--- src/rtl/sysbus_arbiter_if.sv ---
`default_nettype none
// ============================================================================
//  Module      : sysbus_arbiter_if
//  Description : Handshake bundle between the two Sysbus requesters (fetch,
//                data), the arbiter and the top-level bus pins.
//  Revision    : 1.0 - initial release
// ============================================================================
interface sysbus_arbiter_if #(
    parameter int BUS_DATA_WIDTH = 64,
    parameter int BUS_TAG_WIDTH  = 13
);
    // Requester 0: instruction fetch
    logic                      rq0_valid;
    logic [BUS_DATA_WIDTH-1:0] rq0_addr;
    logic [BUS_TAG_WIDTH-1:0]  rq0_tag;
    logic                      rq0_ready;
    logic                      rq0_resp_valid;
    logic                      rq0_resp_ready;
    logic                      rq0_resp_last;

    // Requester 1: data memory
    logic                      rq1_valid;
    logic [BUS_DATA_WIDTH-1:0] rq1_addr;
    logic [BUS_TAG_WIDTH-1:0]  rq1_tag;
    logic                      rq1_ready;
    logic                      rq1_resp_valid;
    logic                      rq1_resp_ready;
    logic                      rq1_resp_last;

    // Shared beat payload delivered to whichever requester owns the burst
    logic [BUS_DATA_WIDTH-1:0] resp_data;

    // Sysbus pins
    logic                      bus_reqcyc;
    logic [BUS_DATA_WIDTH-1:0] bus_req;
    logic [BUS_TAG_WIDTH-1:0]  bus_reqtag;
    logic                      bus_reqack;
    logic                      bus_respcyc;
    logic                      bus_respack;
    logic [BUS_DATA_WIDTH-1:0] bus_resp;
    logic [BUS_TAG_WIDTH-1:0]  bus_resptag;

    // Arbiter side
    modport master (
        input  rq0_valid, rq0_addr, rq0_tag, rq0_resp_ready,
        input  rq1_valid, rq1_addr, rq1_tag, rq1_resp_ready,
        input  bus_reqack, bus_respcyc, bus_resp, bus_resptag,
        output rq0_ready, rq0_resp_valid, rq0_resp_last,
        output rq1_ready, rq1_resp_valid, rq1_resp_last,
        output resp_data, bus_reqcyc, bus_req, bus_reqtag, bus_respack
    );

    // Requester / bus side
    modport slave (
        output rq0_valid, rq0_addr, rq0_tag, rq0_resp_ready,
        output rq1_valid, rq1_addr, rq1_tag, rq1_resp_ready,
        output bus_reqack, bus_respcyc, bus_resp, bus_resptag,
        input  rq0_ready, rq0_resp_valid, rq0_resp_last,
        input  rq1_ready, rq1_resp_valid, rq1_resp_last,
        input  resp_data, bus_reqcyc, bus_req, bus_reqtag, bus_respack
    );
endinterface
`default_nettype wire

--- src/rtl/sysbus_arbiter.sv ---
`default_nettype none
// ============================================================================
//  Module      : sysbus_arbiter
//  Description : Shares the single Sysbus read port between instruction fetch
//                (requester 0) and data memory (requester 1). One whole
//                transaction at a time: request/ack, BEATS response beats,
//                release. Round-robin when both requesters contend.
//  Revision    : 1.0 - initial release
// ============================================================================
module sysbus_arbiter #(
    parameter int BUS_DATA_WIDTH = 64,
    parameter int BUS_TAG_WIDTH  = 13,
    parameter int BEATS          = 8
) (
    input wire               clk,
    input wire               reset,
    sysbus_arbiter_if.master bus_if
);

    localparam int               CNT_W     = (BEATS > 1) ? $clog2(BEATS) : 1;
    localparam logic [CNT_W-1:0] LAST_BEAT = CNT_W'(BEATS - 1);

    localparam logic [1:0] IDLE = 2'd0;
    localparam logic [1:0] REQ  = 2'd1;
    localparam logic [1:0] RESP = 2'd2;

    logic [1:0]                state;
    logic [CNT_W-1:0]          count;
    logic                      owner;
    logic                      last_grant;
    logic                      grant;
    logic                      req_cyc;
    logic [BUS_DATA_WIDTH-1:0] req_addr;
    logic [BUS_TAG_WIDTH-1:0]  req_tag;
    logic                      ready0;
    logic                      ready1;

    logic                      in_resp;
    logic                      owner_resp_ready;
    logic                      beat_valid;
    logic                      beat_ack;
    logic                      beat_last;

    // Response tags are not checked; only one transaction is ever outstanding.
    logic unused_resptag;
    assign unused_resptag = ^bus_if.bus_resptag;

    // Grant selection: a lone requester wins, contention goes to whoever was not served last
    always_comb begin
        grant = bus_if.rq1_valid;
        if (bus_if.rq0_valid && bus_if.rq1_valid) begin
            grant = ~last_grant;
        end
    end

    // Transaction sequencer: IDLE -> REQ -> RESP -> IDLE, with beat counting
    always_ff @(posedge clk or negedge reset) begin
        if (!reset) begin
            state      <= IDLE;
            count      <= '0;
            owner      <= 1'b0;
            last_grant <= 1'b1;
            req_cyc    <= 1'b0;
            req_addr   <= '0;
            req_tag    <= '0;
            ready0     <= 1'b0;
            ready1     <= 1'b0;
        end else begin
            ready0 <= 1'b0;
            ready1 <= 1'b0;
            case (state)
                IDLE: begin
                    if (bus_if.rq0_valid || bus_if.rq1_valid) begin
                        owner    <= grant;
                        req_cyc  <= 1'b1;
                        req_addr <= grant ? bus_if.rq1_addr : bus_if.rq0_addr;
                        req_tag  <= grant ? bus_if.rq1_tag  : bus_if.rq0_tag;
                        state    <= REQ;
                    end
                end
                REQ: begin
                    // Address and tag stay frozen until the bus takes them
                    if (bus_if.bus_reqack) begin
                        ready0  <= ~owner;
                        ready1  <= owner;
                        req_cyc <= 1'b0;
                        state   <= RESP;
                    end
                end
                RESP: begin
                    if (beat_ack) begin
                        if (count == LAST_BEAT) begin
                            count      <= '0;
                            last_grant <= owner;
                            state      <= IDLE;
                        end else begin
                            count <= count + 1'b1;
                        end
                    end
                end
                default: begin
                    state <= IDLE;
                end
            endcase
        end
    end

    // Beat path is combinational so backpressure reaches the bus in the same cycle
    assign in_resp          = (state == RESP);
    assign owner_resp_ready = owner ? bus_if.rq1_resp_ready : bus_if.rq0_resp_ready;
    assign beat_valid       = in_resp & bus_if.bus_respcyc;
    assign beat_ack         = beat_valid & owner_resp_ready;
    assign beat_last        = beat_valid & (count == LAST_BEAT);

    assign bus_if.bus_respack    = beat_ack;
    assign bus_if.rq0_resp_valid = beat_valid & ~owner;
    assign bus_if.rq1_resp_valid = beat_valid & owner;
    assign bus_if.rq0_resp_last  = beat_last & ~owner;
    assign bus_if.rq1_resp_last  = beat_last & owner;
    assign bus_if.resp_data      = in_resp ? bus_if.bus_resp : '0;

    assign bus_if.bus_reqcyc = req_cyc;
    assign bus_if.bus_req    = req_addr;
    assign bus_if.bus_reqtag = req_tag;
    assign bus_if.rq0_ready  = ready0;
    assign bus_if.rq1_ready  = ready1;

endmodule
`default_nettype wire

--- src/flat_wrapper.sv ---
// flat-port wrapper written by rule: the top's interface ports become plain ports
module sysbus_arbiter_flat 
#(
    parameter int BUS_DATA_WIDTH = 64,
    parameter int BUS_TAG_WIDTH  = 13,
    parameter int BEATS          = 8
)
  (clk, reset, bus_if_rq0_valid, bus_if_rq0_addr, bus_if_rq0_tag, bus_if_rq0_resp_ready, bus_if_rq1_valid, bus_if_rq1_addr, bus_if_rq1_tag, bus_if_rq1_resp_ready, bus_if_bus_reqack, bus_if_bus_respcyc, bus_if_bus_resp, bus_if_bus_resptag, bus_if_rq0_ready, bus_if_rq0_resp_valid, bus_if_rq0_resp_last, bus_if_rq1_ready, bus_if_rq1_resp_valid, bus_if_rq1_resp_last, bus_if_resp_data, bus_if_bus_reqcyc, bus_if_bus_req, bus_if_bus_reqtag, bus_if_bus_respack);
  sysbus_arbiter_if #(.BUS_DATA_WIDTH(BUS_DATA_WIDTH), .BUS_TAG_WIDTH(BUS_TAG_WIDTH)) bus_if_i ();
  input wire clk;
  input wire reset;
  input wire logic [$bits(bus_if_i.rq0_valid)-1:0] bus_if_rq0_valid;
  input wire logic [$bits(bus_if_i.rq0_addr)-1:0] bus_if_rq0_addr;
  input wire logic [$bits(bus_if_i.rq0_tag)-1:0] bus_if_rq0_tag;
  input wire logic [$bits(bus_if_i.rq0_resp_ready)-1:0] bus_if_rq0_resp_ready;
  input wire logic [$bits(bus_if_i.rq1_valid)-1:0] bus_if_rq1_valid;
  input wire logic [$bits(bus_if_i.rq1_addr)-1:0] bus_if_rq1_addr;
  input wire logic [$bits(bus_if_i.rq1_tag)-1:0] bus_if_rq1_tag;
  input wire logic [$bits(bus_if_i.rq1_resp_ready)-1:0] bus_if_rq1_resp_ready;
  input wire logic [$bits(bus_if_i.bus_reqack)-1:0] bus_if_bus_reqack;
  input wire logic [$bits(bus_if_i.bus_respcyc)-1:0] bus_if_bus_respcyc;
  input wire logic [$bits(bus_if_i.bus_resp)-1:0] bus_if_bus_resp;
  input wire logic [$bits(bus_if_i.bus_resptag)-1:0] bus_if_bus_resptag;
  output wire logic [$bits(bus_if_i.rq0_ready)-1:0] bus_if_rq0_ready;
  output wire logic [$bits(bus_if_i.rq0_resp_valid)-1:0] bus_if_rq0_resp_valid;
  output wire logic [$bits(bus_if_i.rq0_resp_last)-1:0] bus_if_rq0_resp_last;
  output wire logic [$bits(bus_if_i.rq1_ready)-1:0] bus_if_rq1_ready;
  output wire logic [$bits(bus_if_i.rq1_resp_valid)-1:0] bus_if_rq1_resp_valid;
  output wire logic [$bits(bus_if_i.rq1_resp_last)-1:0] bus_if_rq1_resp_last;
  output wire logic [$bits(bus_if_i.resp_data)-1:0] bus_if_resp_data;
  output wire logic [$bits(bus_if_i.bus_reqcyc)-1:0] bus_if_bus_reqcyc;
  output wire logic [$bits(bus_if_i.bus_req)-1:0] bus_if_bus_req;
  output wire logic [$bits(bus_if_i.bus_reqtag)-1:0] bus_if_bus_reqtag;
  output wire logic [$bits(bus_if_i.bus_respack)-1:0] bus_if_bus_respack;
  assign bus_if_i.rq0_valid = bus_if_rq0_valid;
  assign bus_if_i.rq0_addr = bus_if_rq0_addr;
  assign bus_if_i.rq0_tag = bus_if_rq0_tag;
  assign bus_if_i.rq0_resp_ready = bus_if_rq0_resp_ready;
  assign bus_if_i.rq1_valid = bus_if_rq1_valid;
  assign bus_if_i.rq1_addr = bus_if_rq1_addr;
  assign bus_if_i.rq1_tag = bus_if_rq1_tag;
  assign bus_if_i.rq1_resp_ready = bus_if_rq1_resp_ready;
  assign bus_if_i.bus_reqack = bus_if_bus_reqack;
  assign bus_if_i.bus_respcyc = bus_if_bus_respcyc;
  assign bus_if_i.bus_resp = bus_if_bus_resp;
  assign bus_if_i.bus_resptag = bus_if_bus_resptag;
  assign bus_if_rq0_ready = bus_if_i.rq0_ready;
  assign bus_if_rq0_resp_valid = bus_if_i.rq0_resp_valid;
  assign bus_if_rq0_resp_last = bus_if_i.rq0_resp_last;
  assign bus_if_rq1_ready = bus_if_i.rq1_ready;
  assign bus_if_rq1_resp_valid = bus_if_i.rq1_resp_valid;
  assign bus_if_rq1_resp_last = bus_if_i.rq1_resp_last;
  assign bus_if_resp_data = bus_if_i.resp_data;
  assign bus_if_bus_reqcyc = bus_if_i.bus_reqcyc;
  assign bus_if_bus_req = bus_if_i.bus_req;
  assign bus_if_bus_reqtag = bus_if_i.bus_reqtag;
  assign bus_if_bus_respack = bus_if_i.bus_respack;
  sysbus_arbiter #(.BUS_DATA_WIDTH(BUS_DATA_WIDTH), .BUS_TAG_WIDTH(BUS_TAG_WIDTH), .BEATS(BEATS)) u_core (.clk(clk), .reset(reset), .bus_if(bus_if_i));
endmodule
--- config.mk ---
export PLATFORM = sky130hd
export DESIGN_NAME = sysbus_arbiter_flat
export DESIGN_NICKNAME = d
export VERILOG_FILES = /design/src/rtl/sysbus_arbiter_if.sv /design/src/rtl/sysbus_arbiter.sv /design/src/flat_wrapper.sv
export SDC_FILE = /design/constraint.sdc
export NUM_CORES = 1
export LEC_CHECK = 0
export BUFFER_PORTS_ARGS = -buffer_cell sky130_fd_sc_hd__clkbuf_2
export CAP_MARGIN = 10
export CORE_AREA = 2 2 152 154
export DETAILED_ROUTE_END_ITERATION = 12
export DIE_AREA = 0 0 154 156
export PLACE_DENSITY = 0.46
export SLEW_MARGIN = 40
export SYNTH_ARGS = -nofsm -noshare
export SYNTH_HDL_FRONTEND = slang
export SYNTH_SLANG_ARGS = --single-unit
export TNS_END_PERCENT = 5
--- constraint.sdc ---
create_clock -name clk -period 3.9 [get_ports clk]
set_clock_uncertainty 0.05 [all_clocks]
set_input_delay 0.78 -clock clk [delete_from_list [all_inputs] [get_ports clk]]
set_output_delay 0.78 -clock clk [all_outputs]
set_load 0.03 [all_outputs]
==> results.ini <==
[die]
rows = 55
fp.dieW_um = 154
start_util_pct = 21.5
die_h_um = 156
pin_count = 388
die-area_um2 = 24000
core_area_um2 = 22400

[synthesis]
syn_area_um2 = 4810
ys_ff_latch = 87
yosys_warnings = 0
synth.avg_cell_area_um2 = 13.3
synth_top_area_share_pct = 44.7
yosysTopAreaCell = dfrtp_1
synthDistinctLibCells = 24
synth_edf_count = 0
netlist_instances = 361
syn-num-nets = 602
synthFlopType = dfrtp_1
yosys-top-cells-area = dfrtp_1 45%, mux2_2 28%, mux2_4 12%
post-synth-top-count-cell = mux2_2
async_flop_share_pct = 100
synth_commonest_cells = 119 x mux2_2, 86 x dfrtp_1, 64 x and2_1
ys_seq_area_share_pct = 45.3

[cells_and_area]
final_area_um2 = 7320
areaGrowthSynthToFinish_pct = 52.1
finalNetCount = 969
drive_gt1_share_pct = 76.0

[sta]
max_slew_margin_pct = 48.6
finalCritPeriodShare_pct = 74.8
finalSetupTns_ps = 0
tightest_slew_ps = 772
rsz0062_at_grt = false
slew_violations = 0
fmax_ghz = 0.343
finalCriticalPeriod_ps = 2920
fin_ws_ps = 983
hold_viol = 0
setup_violations = 0

[critical_path]
crit_required_ps = 3070
cp_cell_sequence = nor2b_2 -> buf_4 -> and2_1 -> clkbuf_2
worstSetupPathType = register to output port
worstReg2RegStart = u_core.last_grant$_DFFE_PN1P_
crit_arrival_ps = 2090
crit_fanout = 55
critPathLaunch = u_core.state[1]$_DFFE_PN0P_
cp-start-kind = register
slowest_stage = dfrtp_1
end_kind = output port
rr_worst_depth = 4
max_stage_delay_ps = 460

[clocking]
htreeDepth = 3
post-cts-setup-buffers = 0
clk_pin_slew_ps = 70
ctsHoldBuffers = 0
cts_buffers = 9
clock_latency_ps = 340
postCtsResizedCells = 0
clock-root-buffer = clkbuf_16
cts_tree = built
cts.sinks = 87
cts_buffer_depth = 2

[run]
cap_viol_max_count = 0

[power_and_ir_drop]
ir_drop_mv = 0.219
powerDensity_nw_per_um2 = 778
leakage_nw = 3.84

[global_routing]
gr-total-overflow = 0
grt.total_usage_pct = 12.6
grt_start_max_net_pins = 71
grt_pass1_wl_um = 22900
grt_pass1_vias = 4318
antenna_found_initial = 2

[place]
port_buffers = 374
hpwl_um = 12800
dp_slack_ps = 1220
place_congestion = 0.868
placed_area_um2 = 6980

[outcome]
status = complete, no violations

[route]
drtPass1Iterations = 4
wire_per_inst_um = 15.3
first_iter_violations = 136
via_per_inst = 4.05
wirelength_um = 15600
drc = 0
vias = 4135
antenna_left = 0

[worst_hold_path]
hold_class = primary input to async pin

## layer usage
| layer | GRT usage [%] | share of wire [%] |
|---|---|---|
| met1 | 11.4 | 33 |
| met5 | 0 | 0 |
| met2 | 24.9 | 54 |
| met3 | 4.22 | 8.4 |
| met4 | 6.01 | 3.8 |
## power breakdown
group	switching [mW]	total, mW	leakage (nW)	internal (mW)
Clock	0.369	0.969	0.159	0.599
Sequential	0.241	1.60	1.02	1.36
Combinational	1.95	3.13	2.66	1.18
Total	2.56	5.70	3.84	3.14
## area by class of cell
| class | instances | area, um2 |
|---|---|---|
| clock inverter | 4 | 76.3 |
| tap | 285 | 357 |
| sequential | 87 | 2180 |
| fill | 2358 | 15000 |
| antenna | 2 | 5.00 |
| timing repair buffer | 380 | 1940 |
| clock buffer | 12 | 256 |
| multi-input combinational | 248 | 2500 |
| inverter | 2 | 7.51 |
## worst paths after layout
path / to / slack [ps]
worst min-delay path: u_core.bus_if.bus_reqtag[11]$_DFFE_PN0P_ / 400
max in group asynchronous: u_core.last_grant$_DFFE_PN1P_ / 2660
worst max register to register: u_core.bus_if.bus_req[55]$_DFFE_PN0P_ / 1640
worst min register to register: u_core.bus_if.bus_reqtag[8]$_DFFE_PN0P_ / 450
worst max-delay path: bus_if_resp_data[50] / 980
min in group clk: u_core.bus_if.bus_reqtag[8]$_DFFE_PN0P_ / 450
## worst max-delay path, delay by kind of cell (launching register included)
kind	cells	cell delay, ps
buf+inv	2	640
simple gates	2	640
flops	1	460
## metrics by stage
| step | total power [mW] | hold slack [ps] | utilization (%) | cells |
|---|---|---|---|---|
| after floorplan | 3.81 | 429 | - | 361 |
| after detailed placement | 4.81 | 440 | 31.2 | 1002 |
| after CTS | 5.81 | 417 | 32.7 | 1018 |
| after global routing | 6.03 | 438 | 32.7 | 1020 |
| after global placement | 4.79 | 426 | 31.2 | 1002 |
| final | 5.70 | 402 | 32.7 | 1020 |
## cell families (layout without fill, tap and decap cells)
| family | Yosys count | count (layout) | share of synthesized area (%) |
|---|---|---|---|
| AOI/OAI and AO/OA | 6 | 6 | 0.858 |
| adders and majority gates | 2 | 2 | 0.520 |
| buffers and inverters | 26 | 398 | 2.99 |
| DFF | 87 | 87 | 45.3 |
| muxes | 159 | 159 | 40.1 |
| other | 0 | 2 | 0 |
| and+or+nand+nor | 81 | 81 | 10.2 |
## sequential cells by signal, summed over array words and instances (netlist names), 2 cells and up
signal,count
u_core.bus_if.bus_req,64
u_core.state,2
u_core.count,3
u_core.bus_if.bus_reqtag,13
## layout by cell type, fill, tap and decap left out, drive strengths merged, types with 2 or more instances in the layout
master    n
and2     64
diode     2
clkbuf  385
mux2i     2
dfrtp    86
inv       3
nand3b    2
buf       7
mux2    157
bufinv    2
o21ai     2
ha        2
nor2      9
(Power assumes the default switching activity.)
